**src/rtl/obi_resp_filter.sv**
```systemverilog
// ============================================================================
// obi_resp_filter : outstanding-transaction cap and flush-aware response drop
// Optional macro OBI_RESP_FILTER_ERR_EN adds sticky spurious_o flag.
// Revision: 1.0
// ============================================================================
`default_nettype none

module obi_resp_filter #(
  parameter int  MAX_OUTSTANDING = 2,
  parameter int  DATA_WIDTH      = 32,
  localparam int CNT_W           = $clog2(MAX_OUTSTANDING + 1)
) (
  input  logic                  clk_i,
  input  logic                  rst_ni,
  input  logic                  clear_pipeline,
  input  logic                  req_i,
  output logic                  gnt_o,
  output logic                  bus_req_o,
  input  logic                  bus_gnt_i,
  input  logic                  bus_rvalid_i,
  input  logic [DATA_WIDTH-1:0] bus_rdata_i,
  output logic                  core_rvalid_o,
  output logic [DATA_WIDTH-1:0] core_rdata_o,
  output logic [CNT_W-1:0]      outstanding_o,
  output logic                  draining_o
`ifdef OBI_RESP_FILTER_ERR_EN
  ,
  output logic                  spurious_o
`endif
);

  typedef enum logic [0:0] {
    NORMAL = 1'b0,
    DRAIN  = 1'b1
  } state_t;

  logic [CNT_W-1:0] outstanding_q, outstanding_d;
  logic [CNT_W-1:0] drop_q, drop_d;
  logic             full, accept, ret, fwd;
  state_t           state;

  always_comb begin
    full          = (outstanding_q == CNT_W'(MAX_OUTSTANDING));
    accept        = req_i & bus_gnt_i & ~full;
    ret           = bus_rvalid_i & (outstanding_q != '0);
    outstanding_d = outstanding_q + CNT_W'(accept) - CNT_W'(ret);
    state         = (drop_q != '0) ? DRAIN : NORMAL;

    // A flush marks everything in flight (including this cycle's accept) stale.
    drop_d = drop_q;
    if (clear_pipeline) begin
      drop_d = outstanding_d;
    end else if (ret && (state == DRAIN)) begin
      drop_d = drop_q - CNT_W'(1);
    end

    fwd = ret & (state == NORMAL) & ~clear_pipeline;
  end

  assign bus_req_o     = req_i & ~full;
  assign gnt_o         = bus_gnt_i & req_i & ~full;
  assign outstanding_o = outstanding_q;
  assign draining_o    = (state == DRAIN);

  always_ff @(posedge clk_i or negedge rst_ni) begin
    if (!rst_ni) begin
      outstanding_q <= '0;
      drop_q        <= '0;
      core_rvalid_o <= 1'b0;
      core_rdata_o  <= '0;
    end else begin
      outstanding_q <= outstanding_d;
      drop_q        <= drop_d;
      core_rvalid_o <= fwd;
      if (fwd) begin
        core_rdata_o <= bus_rdata_i;
      end
    end
  end

`ifdef OBI_RESP_FILTER_ERR_EN
  always_ff @(posedge clk_i or negedge rst_ni) begin
    if (!rst_ni) begin
      spurious_o <= 1'b0;
    end else if (bus_rvalid_i && (outstanding_q == '0)) begin
      spurious_o <= 1'b1;
    end
  end
`endif

endmodule

`default_nettype wire
```
**config.mk**
```make
export PLATFORM = sky130hd
export DESIGN_NAME = obi_resp_filter
export DESIGN_NICKNAME = d
export VERILOG_FILES = /design/src/rtl/obi_resp_filter.sv
export SDC_FILE = /design/constraint.sdc
export NUM_CORES = 1
export LEC_CHECK = 0
export BUFFER_PORTS_ARGS = -buffer_cell sky130_fd_sc_hd__buf_2
export CORE_ASPECT_RATIO = 0.75
export CORE_MARGIN = 1
export CORE_UTILIZATION = 40
export CTS_CLUSTER_SIZE = 14
export DETAILED_ROUTE_END_ITERATION = 8
export HOLD_SLACK_MARGIN = 0.1
export PLACE_DENSITY = 0.79
export REMOVE_ABC_BUFFERS = 1
export SLEW_MARGIN = 20
export SYNTH_ARGS = -nofsm -noshare
export SYNTH_HDL_FRONTEND = slang
export SYNTH_SLANG_ARGS = --single-unit
```
**constraint.sdc**
```tcl
create_clock -name clk_i -period 1.5 [get_ports clk_i]
set_input_delay 0.3 -clock clk_i [delete_from_list [all_inputs] [get_ports clk_i]]
set_output_delay 0.3 -clock clk_i [all_outputs]
set_load 0.005 [all_outputs]
```
# After elaboration in Yosys (flattened, before gate mapping)
# Index checks and enable logic that the tools add are counted.
# op_classes
n_addsub	3
n_eq_ne	1
n_mux	3
bitwise_logic	9
reduce_logical	4
# ops
cell	n
bitwise AND 1 bit	6
nonzero test 2 bit	3
two-way mux 2 bit	2
inverter 1 bit	3
adder 2 x 1 -> 2 bit	1
== test 2 bit (second input constant)	1
subtractor 2 x 1 -> 2 bit	1
subtractor 2 x 1 -> 2 bit (second input constant)	1
logical AND 1 bit	1
two-way mux 1 bit	1
# totals
ff_bits	37
input_bits	38

# Longest topological paths before layout
# Gate-level depths: netlist of the first run.
# depth
ltp_word	6
mapped_depth	8

# Worst setup path before layout of the first run
# No wires, ideal clock.
# synth_timing
kind	register to register
startpoint	register drop_q[0]
endpoint	register core_rdata_o[10]
setup_time_ns	0.125
t_arrival_ns	1.503
required_ns	1.375
slack_ns	-0.127
stages_incl_launch_ff	7
path_buffers	1
path_cell_list	dfrtp_1 inv_1 ha_1 inv_1 nor3_4 buf_6 mux2_2
# synth_between
elab_chain_len	5
# synth_rtl
item	line_no	text
start, declared	38	logic [CNT_W-1:0] drop_q, drop_d;
start signal, assigned	73	drop_q <= drop_d;
nonzero test 2 bit	47	state = (drop_q != '0) ? DRAIN : NORMAL;
two-way mux 1 bit	47	
via draining_o	25	output logic draining_o
inverter 1 bit	57	fwd = ret & (state == NORMAL) & ~clear_pipeline;
bitwise AND 1 bit (2 in a row)	57	
end signal, assigned	76	core_rdata_o <= bus_rdata_i;
end, declared	23	output logic [DATA_WIDTH-1:0] core_rdata_o,
# The timed path passes the listed nets, and every way through them passes these cells.
# A chain may end at the register's enable or synchronous reset.

# Worst setup path after layout of the first run
# layout_timing
startpoint	register drop_q[1]
endpoint	register core_rdata_o[3]
# layout_between
elab_chain_len	5
# layout_rtl
item	line_no
nonzero test 2 bit	47
two-way mux 1 bit	47
inverter 1 bit	57
bitwise AND 1 bit (2 in a row)	57
# Every way passes these cells.

==> results of run 1 <==
==> critical path, stage by stage, from the launching register on <==
cell and delay (ns):
dfrtp_1 0.39, inv_1 0.07, ha_2 0.17, inv_2 0.05
nor3_4 0.19, buf_6 0.16, buf_8 0.15, mux2_4 0.31
==> cell type report <==
type / count / share of cell area
flip-flops and latches: 37 / 0.406
multi-input cells: 48 / 0.288
repair buffers: 89 / 0.229
clock buffers: 7 / 0.0379
well taps: 50 / 0.0275
inverters: 7 / 0.0115
==> registers in the layout, indices dropped and copies added (netlist names) <==
register,count
core_rdata_o,32
core_rvalid_o,1
drop_q,2
outstanding_o,2
==> power breakdown <==
part           total (W)  switching, W  leakage, nW  internal (W)
logic            0.00206      0.000724        0.699       0.00134
clock network   0.000685      0.000320       0.0443      0.000364
registers        0.00177      0.000278        0.447       0.00150
==> per-layer routing <==
metal	up-vias	GRT usage	routed length (µm)
met2	58	0.310	1760
li1	509	-	-
met5	-	0	0
met1	568	0.196	1450
met3	2	0.0737	282
met4	0	0.0784	22
==> Yosys cell counts <==
library cell,instances
dfrtp_1,37
a31oi_1,1
ha_1,3
mux2_2,32
and2_1,1
or3_1,1
o21ai_2,1
nor3_4,1
or4_1,1
o21ai_0,1
inv_1,7
a21boi_0,1
buf_6,3
nor2_1,1
xor3_1,1
nand2_1,1
o211ai_1,1
nand3_1,1
==> through the flow <==
| stage | instances | power [W] | hold WS [ns] | area, µm² |
|---|---|---|---|---|
| 2_1_floorplan | 92 | 0.00252 | 0.00441 | 1460 |
| 3_3_place_gp | 225 | 0.00321 | 0.249 | 1960 |
| 3_5_place_dp | 225 | 0.00332 | 0.260 | 1960 |
| 4_1_cts | 237 | 0.00411 | 0.238 | 2120 |
| 5_1_grt | 238 | 0.00480 | 0.238 | 2280 |
| 6_report | 238 | 0.00452 | 0.244 | 2280 |
==> logic make-up (layout without fill, tap and decap cells) <==
family | Yosys count | after routing
compound gates | 5 | 5
xor+xnor | 1 | 1
fa+ha+maj | 3 | 3
buf+inv | 10 | 103
flops | 37 | 37
mux | 32 | 32
simple gates | 7 | 7
==> repair_timing <==
item | 4_1_cts | 5_1_grt
cloned | 2 | 0
endpoints found under the setup margin | 35 | 37
gates resized for setup | 10 | 42
buffers inserted | 2 | 2
pin swaps | 1 | 3
hold endpoints to repair | 18 | 0
hold buffers | 1 | 0
==> worst max-delay path by stage <==
stage	to	slack [ns]	cells after the start
after floorplan	core_rdata_o[0]$_DFFE_PN0P_	-0.59	5
after global placement	drop_q[1]$_DFFE_PN0P_	-0.03	8
after detailed placement	core_rdata_o[2]$_DFFE_PN0P_	-0.12	6
after CTS	drop_q[1]$_DFFE_PN0P_	-0.12	8
after global routing	drop_q[1]$_DFFE_PN0P_	-0.19	8
final	core_rdata_o[3]$_DFFE_PN0P_	-0.11	7
==> results.tsv, run 1 <==
metric	value	unit
status	finished, violations left	
violations	negative setup slack	
rrSetupSlack	-0.11	ns
grt_max_degree	20	
rsz0062_at_grt	yes	
root_buffer	clkbuf_8	
drt_iter0_markers	34	
cp-end-kind	flip-flop	
cts_buffers	5	
grt_use_total	0.178	
min-delay-start	bus_rdata_i[26]	
die_w	72.5	µm
synth_top_family_by_area	multiplexers	
hold_violations	0	
tightest_slew	0.423	ns
period_share	1.07	
synth_compound_area_frac	0.0235	
syn_area	1490	µm²
io_pins	76	
cts_tree	done	
syn_inst	95	
routed-via-count	1137	
hpwl	2290	µm
synth_fa_ha_area_frac	0.0252	
synth.area.mux_share	0.242	
fin_tns_setup	-2.46	ns
htreeDepth	2	
synth-xor-area-share	0.0159	
post-route-util	0.666	
max-vdd-ir-drop	1.00	mV
cp-startpoint	drop_q[1]$_DFFE_PN0P_	
synthSimpleGateAreaFrac	0.0327	
grt_pass1_vias	1084	
vias_per_cell	4.78	
r2r_start	drop_q[1]$_DFFE_PN0P_	
core.rowCount	18	
fin_nets	229	
die_h	54.9	µm
clockBufferDepth	2	
drive_above_1_share	0.718	
grt_pass1_wl	4910	µm
path_clk_slew	0.07	ns
diodes	0	
hold_depth	2	
ys_warn_count	0	
final_common_cell	buf_2	
netlist-cell-type-count	18	
reg2regPathDepth	7	
path_max_fanout	8	
crit_arrival	1.78	ns
gp_congestion	0.639	
syn_avg_cell_area	15.7	µm²
die_area	3980	µm²
clock.fmax	622	MHz
clock_latency	0.28	ns
place_ws	-0.122	ns
holdCritPathClass	in -> reg	
crit_required	1.67	ns
finalWirelength	3520	µm
power_density	1980	nW/µm²
multi_input_area	656	µm²
slew_viol_final	0	
grt_overflow_total	0	
synth_top_area_frac	0.621	
fin_crit	1.61	ns
syn_to_final_growth	52.8	%
ant_nets	0	
skew	0.00268	ns
clock_sinks	37	
fill_cells	276	
core_area	3420	µm²
seq_area	926	µm²
synth_seq_cells	37	
relSlewSlack	0.718	
yosysSeqAreaShare	0.621	
start_util	0.436	
fin_ws	-0.108	ns
numPortBuffers	75	
final_cell_mix	75 x buf_2, 37 x dfrtp_1, 32 x mux2_4	
antenna_found_initial	0	
yosys.area.top_type	dfrtp_1	
total_leakage_power	1.19	nW
wire_per_inst	14.8	µm
drc	0	
criticalPathCategory	reg -> reg	
setup_violations	29	
min_to	core_rdata_o[26]$_DFFE_PN0P_	
reg2reg_to	core_rdata_o[3]$_DFFE_PN0P_	
drv_cap	0	
worstSetupStartpointType	flip-flop	
synth_area_leaders	dfrtp_1 62%, mux2_2 24%, ha_1 2.5%	
drt-pass1-iter-count	4	
No activity file was read; power rests on OpenSTA's default activity.
==> run 2: changes to the inputs <==
--- a/config.mk
+++ b/config.mk
@@ -5,10 +5,12 @@
 export SDC_FILE = /design/constraint.sdc
 export NUM_CORES = 1
 export LEC_CHECK = 0
+export ABC_AREA = 1
 export BUFFER_PORTS_ARGS = -buffer_cell sky130_fd_sc_hd__buf_2
+export CAP_MARGIN = 20
 export CORE_ASPECT_RATIO = 0.75
 export CORE_MARGIN = 1
-export CORE_UTILIZATION = 40
+export CORE_UTILIZATION = 41
 export CTS_CLUSTER_SIZE = 14
 export DETAILED_ROUTE_END_ITERATION = 8
 export HOLD_SLACK_MARGIN = 0.1
==> run 2 against run 1 <==
Largest cell class unchanged. Total power fell by 11%. Critical path depth increased by 1. Area after synthesis is 5.6% higher. Global-route usage down 0.59 points. The run still ends with negative setup slack left. Register-to-register slack improved by 0.07 ns. Final cell count increased by 33%. Flip-flop and latch count unchanged. Wire length fell by 4.2%. Final area shrank 3.9%. Combinational power fell by 18%.
==> results.tsv, run 2 <==
metric	value	unit	change
whs	0.209	ns	was 0.244 ns
largest_reg_flops	32		unchanged
rsz0062_at_grt	yes		unchanged
power_density	1850	nW/µm²	was 1980 nW/µm²
synth_top_family_by_area	simple AND/OR/NAND/NOR gates		was multiplexers
crit_required	1.67	ns	about the same
die_area	4100	µm²	was 3980 µm²
start_util	0.430		was 0.436
final_cell_mix	95 x nand2_1, 75 x buf_2, 37 x dfrtp_1		was 75 x buf_2, 37 x dfrtp_1, 32 x mux2_4
synthFlopType	dfrtp_1		unchanged
core.rowCount	19		was 18
syn_inst	179		was 95
ys_warn_count	0		unchanged
post-route-util	0.598		was 0.666
synth_compound_area_frac	0.00635		was 0.0235
grt_overflow_total	0		unchanged
cpPeakStageDelay	0.39	ns	about the same
clock_latency	0.28	ns	about the same
worstPathCellList	nor2_2 -> nor2_4 -> ha_4 -> inv_4 -> ha_4 -> nand2_1 -> nand3_2 -> and2_1		was inv_1 -> ha_2 -> inv_2 -> nor3_4 -> buf_6 -> buf_8 -> mux2_4
synth_top_area_frac	0.588		was 0.621
ant_nets	0		unchanged
drt-pass1-iter-count	3		was 4
syn_avg_cell_area	8.80	µm²	was 15.7 µm²
syn_area	1580	µm²	was 1490 µm²
place_ws	-0.0856	ns	was -0.122 ns
crit_family	simple AND/OR/NAND/NOR gates		was buffers and inverters
slew_viol_final	0		unchanged
netlist-cell-type-count	16		was 18
grt_max_degree	34		was 20
tightest_slew	0.398	ns	was 0.423 ns
synth_edf_count	0		unchanged
grt_pass1_wl	5220	µm	was 4910 µm
syn_to_final_growth	39.0	%	was 52.8%
period_share	1.02		was 1.07
setup_violations	2		was 29
vias_per_cell	4.35		was 4.78
synth_area_leaders	dfrtp_1 59%, nand2_1 23%, nand2_2 3.6%		was dfrtp_1 62%, mux2_2 24%, ha_1 2.5%
hold_violations	0		unchanged
grt_use_total	0.172		was 0.178
grt_pass1_vias	1244		was 1084
path_clk_slew	0.07	ns	about the same
core_area	3660	µm²	was 3420 µm²
fin_crit	1.53	ns	was 1.61 ns
gp_congestion	0.835		was 0.639
synth_seq_cells	37		unchanged
slowest_stage	dfrtp_1		unchanged
yosys.cell_count.top_type	nand2_1		was dfrtp_1
htreeDepth	2		unchanged
hpwl	2420	µm	was 2290 µm
yosys.area.top_type	dfrtp_1		unchanged
holdCritPathClass	in -> reg		unchanged
drt_iter0_markers	55		was 34
worstSetupStartpointType	flip-flop		unchanged
skew	0.00276	ns	was 0.00268 ns
synthSimpleGateAreaFrac	0.316		was 0.0327
synth.area.mux_share	0		was 0.242
synth_fa_ha_area_frac	0.0238		was 0.0252
cts_tree	done		unchanged
largest_register	core_rdata_o		unchanged
crit_top_cell	ha_4		
die_h	55.7	µm	was 54.9 µm
max-vdd-ir-drop	0.893	mV	was 1.00 mV
synth-xor-area-share	0		was 0.0159
finalWirelength	3370	µm	was 3520 µm
relSlewSlack	0.734		was 0.718
clock.fmax	652	MHz	was 622 MHz
path_max_fanout	2		was 8
antenna_found_initial	0		unchanged
cp-end-kind	flip-flop		unchanged
path_buf_inv	1		was 4
drive_above_1_share	0.428		was 0.718
wire_per_inst	10.7	µm	was 14.8 µm
die_w	73.6	µm	was 72.5 µm
yosysSeqAreaShare	0.588		was 0.621
final_common_cell	nand2_1		was buf_2
violations	negative setup slack		unchanged
cts_buffers	5		unchanged
status	finished, violations left		unchanged
criticalPathCategory	reg -> reg		unchanged
clockBufferDepth	2		unchanged
diodes	0		unchanged
total_leakage_power	1.28	nW	was 1.19 nW
crit_arrival	1.70	ns	was 1.78 ns
numPortBuffers	75		unchanged
drc	0		unchanged
io_pins	76		unchanged
drv_cap	0		unchanged
root_buffer	clkbuf_8		unchanged
fin_nets	305		was 229
routed-via-count	1374		was 1137
fin_ws	-0.0348	ns	was -0.108 ns
synthArstFlopShare	1.00		unchanged
synth_common_cells	96 x nand2_1, 37 x dfrtp_1, 12 x inv_1		was 37 x dfrtp_1, 32 x mux2_2, 7 x inv_1
clock_sinks	37		unchanged
## run 2: metal layers
metal / up-vias / track usage / part of all wire
met4: 0 / 0.0824 / 0.029
li1: 704 / - / -
met5: - / 0 / 0
met3: 14 / 0.0543 / 0.066
met2: 55 / 0.282 / 0.46
met1: 601 / 0.204 / 0.44
## run 2: area by class of cell
class                           instances  area (µm²)
Clock buffer                            7        86.3
Tap cell                               52        65.1
Multi-Input combinational cell        123         598
Inverter                               13        56.3
Fill cell                             361        1470
Timing Repair Buffer                   84         458
Sequential cell                        37         926
## run 2: cells by family (layout without fill, tap and decap cells)
| kind of cell | Yosys count | after routing |
|---|---|---|
| simple gates | 118 | 118 |
| fa+ha+maj | 3 | 3 |
| compound gates | 2 | 2 |
| buf+inv | 19 | 104 |
| flops | 37 | 37 |
## run 2: worst min-delay path, cell delays in order
cell,delay [ns]
buf_2,0.07
nand2_1,0.04
nand2_1,0.04
## run 2: through the flow
| step | instances | instance area (µm²) | setup TNS (ns) | power [W] |
|---|---|---|---|---|
| after floorplan | 173 | 1520 | -0.166 | 0.00244 |
| after global placement | 306 | 2020 | -0.0695 | 0.00313 |
| after detailed placement | 306 | 2020 | -0.207 | 0.00318 |
| after CTS | 316 | 2170 | -0.0247 | 0.00398 |
| after global routing | 316 | 2190 | -0.222 | 0.00439 |
| final | 316 | 2190 | -0.0617 | 0.00404 |
## run 2: final timing paths
check	start	endpoint	slack, ns	depth (start not counted)
max	outstanding_o[0]$_DFF_PN0_	outstanding_o[1]$_DFF_PN0_	-0.03	8
min	bus_rdata_i[19]	core_rdata_o[19]$_DFFE_PN0P_	0.21	3
max reg2reg	outstanding_o[0]$_DFF_PN0_	outstanding_o[1]$_DFF_PN0_	-0.03	8
min reg2reg	core_rdata_o[28]$_DFFE_PN0P_	core_rdata_o[28]$_DFFE_PN0P_	0.47	2
max in group asynchronous	rst_ni	core_rdata_o[2]$_DFFE_PN0P_	0.58	3
min in group asynchronous	rst_ni	core_rdata_o[28]$_DFFE_PN0P_	0.48	2
## run 2: timing repair
action	in CTS	in global routing
endpoints found under the setup margin	4	17
gates cloned	0	0
hold endpoints to repair	16	0
pin swaps	11	9
hold buffers	1	0
buffers inserted	2	0
gates resized for setup	11	7
## run 2: power breakdown
group	total [W]	internal, W	switching (W)
clock network	0.000672	0.000364	0.000308
registers	0.00168	0.00145	0.000226
logic	0.00169	0.000817	0.000874
total	0.00404	0.00263	0.00141
==> run 3: changes to the inputs <==
--- a/config.mk
+++ b/config.mk
@@ -10,11 +10,12 @@
 export CAP_MARGIN = 20
 export CORE_ASPECT_RATIO = 0.75
 export CORE_MARGIN = 1
-export CORE_UTILIZATION = 41
+export CORE_UTILIZATION = 43
+export CTS_BUF_LIST = sky130_fd_sc_hd__clkbuf_4 sky130_fd_sc_hd__clkbuf_8
 export CTS_CLUSTER_SIZE = 14
 export DETAILED_ROUTE_END_ITERATION = 8
 export HOLD_SLACK_MARGIN = 0.1
-export PLACE_DENSITY = 0.79
+export PLACE_DENSITY = 0.82
 export REMOVE_ABC_BUFFERS = 1
 export SLEW_MARGIN = 20
 export SYNTH_ARGS = -nofsm -noshare
==> run 3 against run 2 <==
The run still ends with negative setup slack left. Flip-flop and latch count is the same. Worst hold slack lost 0.0027 ns. Fmax is essentially flat. Setup slack gained 0.0011 ns. Via count is essentially flat. Total power grew 1.2%. Clock power grew 5.8%. Critical path depth grew 1. Clock skew grew 0.0044 ns. Non-clock buffer count shrank 1. Sequential power is essentially flat. Critical path type unchanged.
==> results.tsv, run 3 (same netlist as run 2, synthesis figures left out) <==
metric	value	unit	change
criticalPathCategory	reg -> reg		unchanged
max-vdd-ir-drop	1.13	mV	was 0.893 mV
hold_depth	3		unchanged
path_max_fanout	2		unchanged
finalWirelength	3480	µm	was 3370 µm
drc	0		unchanged
skew	0.00720	ns	was 0.00276 ns
antenna_found_initial	0		unchanged
crit_top_cell	nand3_1		was ha_4
crit_required	1.66	ns	was 1.67 ns
die_area	3910	µm²	was 4100 µm²
cp-end-kind	flip-flop		unchanged
grt_max_degree	34		unchanged
grtUsageMet2	0.335		was 0.282
total_power	0.00409	W	was 0.00404 W
met1_usage	0.218		was 0.204
grt_pass1_vias	1240		was 1244
fill_cells	294		was 361
rrSetupSlack	-0.03	ns	about the same
rsz0062_at_grt	yes		unchanged
slew_viol_final	0		unchanged
numPortBuffers	75		unchanged
relSlewSlack	0.722		was 0.734
crit_arrival	1.69	ns	was 1.70 ns
fin_crit	1.53	ns	about the same
path_clk_slew	0.08	ns	was 0.07 ns
worstPathCellList	nor2_2 -> nor2_4 -> ha_4 -> inv_2 -> ha_4 -> nand2_1 -> nand3_1 -> nand3_1 -> nand3_1		was nor2_2 -> nor2_4 -> ha_4 -> inv_4 -> ha_4 -> nand2_1 -> nand3_2 -> and2_1
diodes	0		unchanged
core_area	3400	µm²	was 3660 µm²
slowest_stage	dfrtp_1		unchanged
cts_tree	done		unchanged
fin_ws	-0.0337	ns	was -0.0348 ns
grt_pass1_wl	5300	µm	was 5220 µm
status	finished, violations left		unchanged
gp_congestion	0.856		was 0.835
fin_nets	304		was 305
drv_cap	0		unchanged
vias_per_cell	4.38		was 4.35
clock_sinks	37		unchanged
drt_iter0_markers	59		was 55
grt_overflow_total	0		unchanged
holdCritPathClass	in -> reg		unchanged
fin_cells	314		was 316
total_leakage_power	1.28	nW	about the same
io_pins	76		unchanged
final_cell_mix	94 x nand2_1, 75 x buf_2, 37 x dfrtp_1		was 95 x nand2_1, 75 x buf_2, 37 x dfrtp_1
clock_latency	0.28	ns	about the same
core.rowCount	18		was 19
die_w	71.9	µm	was 73.6 µm
use_met3	0.0571		was 0.0543
clock.fmax	652	MHz	about the same
final_common_cell	nand2_1		unchanged
power_density	1860	nW/µm²	was 1850 nW/µm²
largest_register	core_rdata_o		unchanged
grt_use_total	0.185		was 0.172
start_util	0.463		was 0.430
worstSetupStartpointType	flip-flop		unchanged
dp.cells	304		was 306
root_buffer	clkbuf_8		unchanged
drive_above_1_share	0.439		was 0.428
drt-pass1-iter-count	4		was 3
largest_reg_flops	32		unchanged
clockBufferDepth	2		unchanged
fin_tns_setup	-0.0649	ns	was -0.0617 ns
wire_per_inst	11.1	µm	was 10.7 µm
ant_nets	0		unchanged
period_share	1.02		about the same
top_usage_layer	met2		unchanged
hold_violations	0		unchanged
htreeDepth	2		unchanged
die_h	54.4	µm	was 55.7 µm
violations	negative setup slack		unchanged
syn_to_final_growth	39.5	%	was 39.0%
cts_buffers	5		unchanged
cpPeakStageDelay	0.41	ns	was 0.39 ns
setup_violations	2		unchanged
tightest_slew	0.417	ns	was 0.398 ns
hpwl	2400	µm	was 2420 µm
reg2regPathDepth	9		was 8
routed-via-count	1375		was 1374
==> run 3: cell types whose count changed in the layout (fill, tap and decap cells not counted), sizes merged <==
| cell | change |
|---|---|
| clkbuf | -1 |
| buf | -1 |
| clkinv | +2 |
==> run 3: worst paths after layout <==
kind                                                  start                      endpoint
min in group asynchronous                            rst_ni  core_rdata_o[27]$_DFFE_PN0P_
worst min register to register  core_rdata_o[0]$_DFFE_PN0P_   core_rdata_o[0]$_DFFE_PN0P_
worst min-delay path                        bus_rdata_i[16]  core_rdata_o[16]$_DFFE_PN0P_
worst max-delay path             outstanding_o[0]$_DFF_PN0_         drop_q[1]$_DFFE_PN0P_
worst max register to register   outstanding_o[0]$_DFF_PN0_         drop_q[1]$_DFFE_PN0P_
max in group asynchronous                            rst_ni  core_rdata_o[26]$_DFFE_PN0P_
==> run 3: final cells by class <==
class	count	area, µm²	share of cell area
well taps	50	62.6	0.0285
inverters	13	53.8	0.0245
repair buffers	83	450	0.205
multi-input cells	123	608	0.277
clock inverters	2	13.8	0.00626
flip-flops and latches	37	926	0.421
clock buffers	6	82.6	0.0376
==> run 3: per-stage QoR <==
stage	hold slack [ns]	setup slack [ns]	cell area, µm²	utilization
after floorplan	0.00441	-0.0663	1520	-
after global placement	0.258	-0.0312	2020	0.593
after detailed placement	0.261	-0.131	2020	0.593
after CTS	0.200	-0.0259	2160	0.636
after global routing	0.201	-0.146	2200	0.646
final	0.207	-0.0337	2200	0.646
==> run 3: metal layers <==
| layer | up-vias | wire length, µm | share of wire |
|---|---|---|---|
| li1 | 703 | - | - |
| met1 | 613 | 1550 | 0.45 |
| met2 | 55 | 1680 | 0.48 |
| met3 | 4 | 223 | 0.064 |
| met4 | 0 | 25 | 0.0072 |
| met5 | - | 0 | 0 |
==> run 3: power by group <==
| part | switching [W] | internal, W | leakage, nW | total [W] |
|---|---|---|---|---|
| logic | 0.000896 | 0.000803 | 0.770 | 0.00170 |
| registers | 0.000231 | 0.00145 | 0.462 | 0.00168 |
| clock network | 0.000339 | 0.000372 | 0.0512 | 0.000711 |
==> run 3: timing repair <==
action                     CTS  global route
setup endpoints to repair    4             6
hold buffers                 1             0
buffers inserted             1             0
hold endpoints to repair    17             0
gates resized for setup      9            10
pin swaps                    9             8
==> run 3: worst max-delay path, delay by kind of cell, from the launching register on <==
family | cells | cell delay, ns
DFF | 1 | 0.41
buffers and inverters | 1 | 0.04
adders and majority gates | 2 | 0.41
and+or+nand+nor | 6 | 0.57
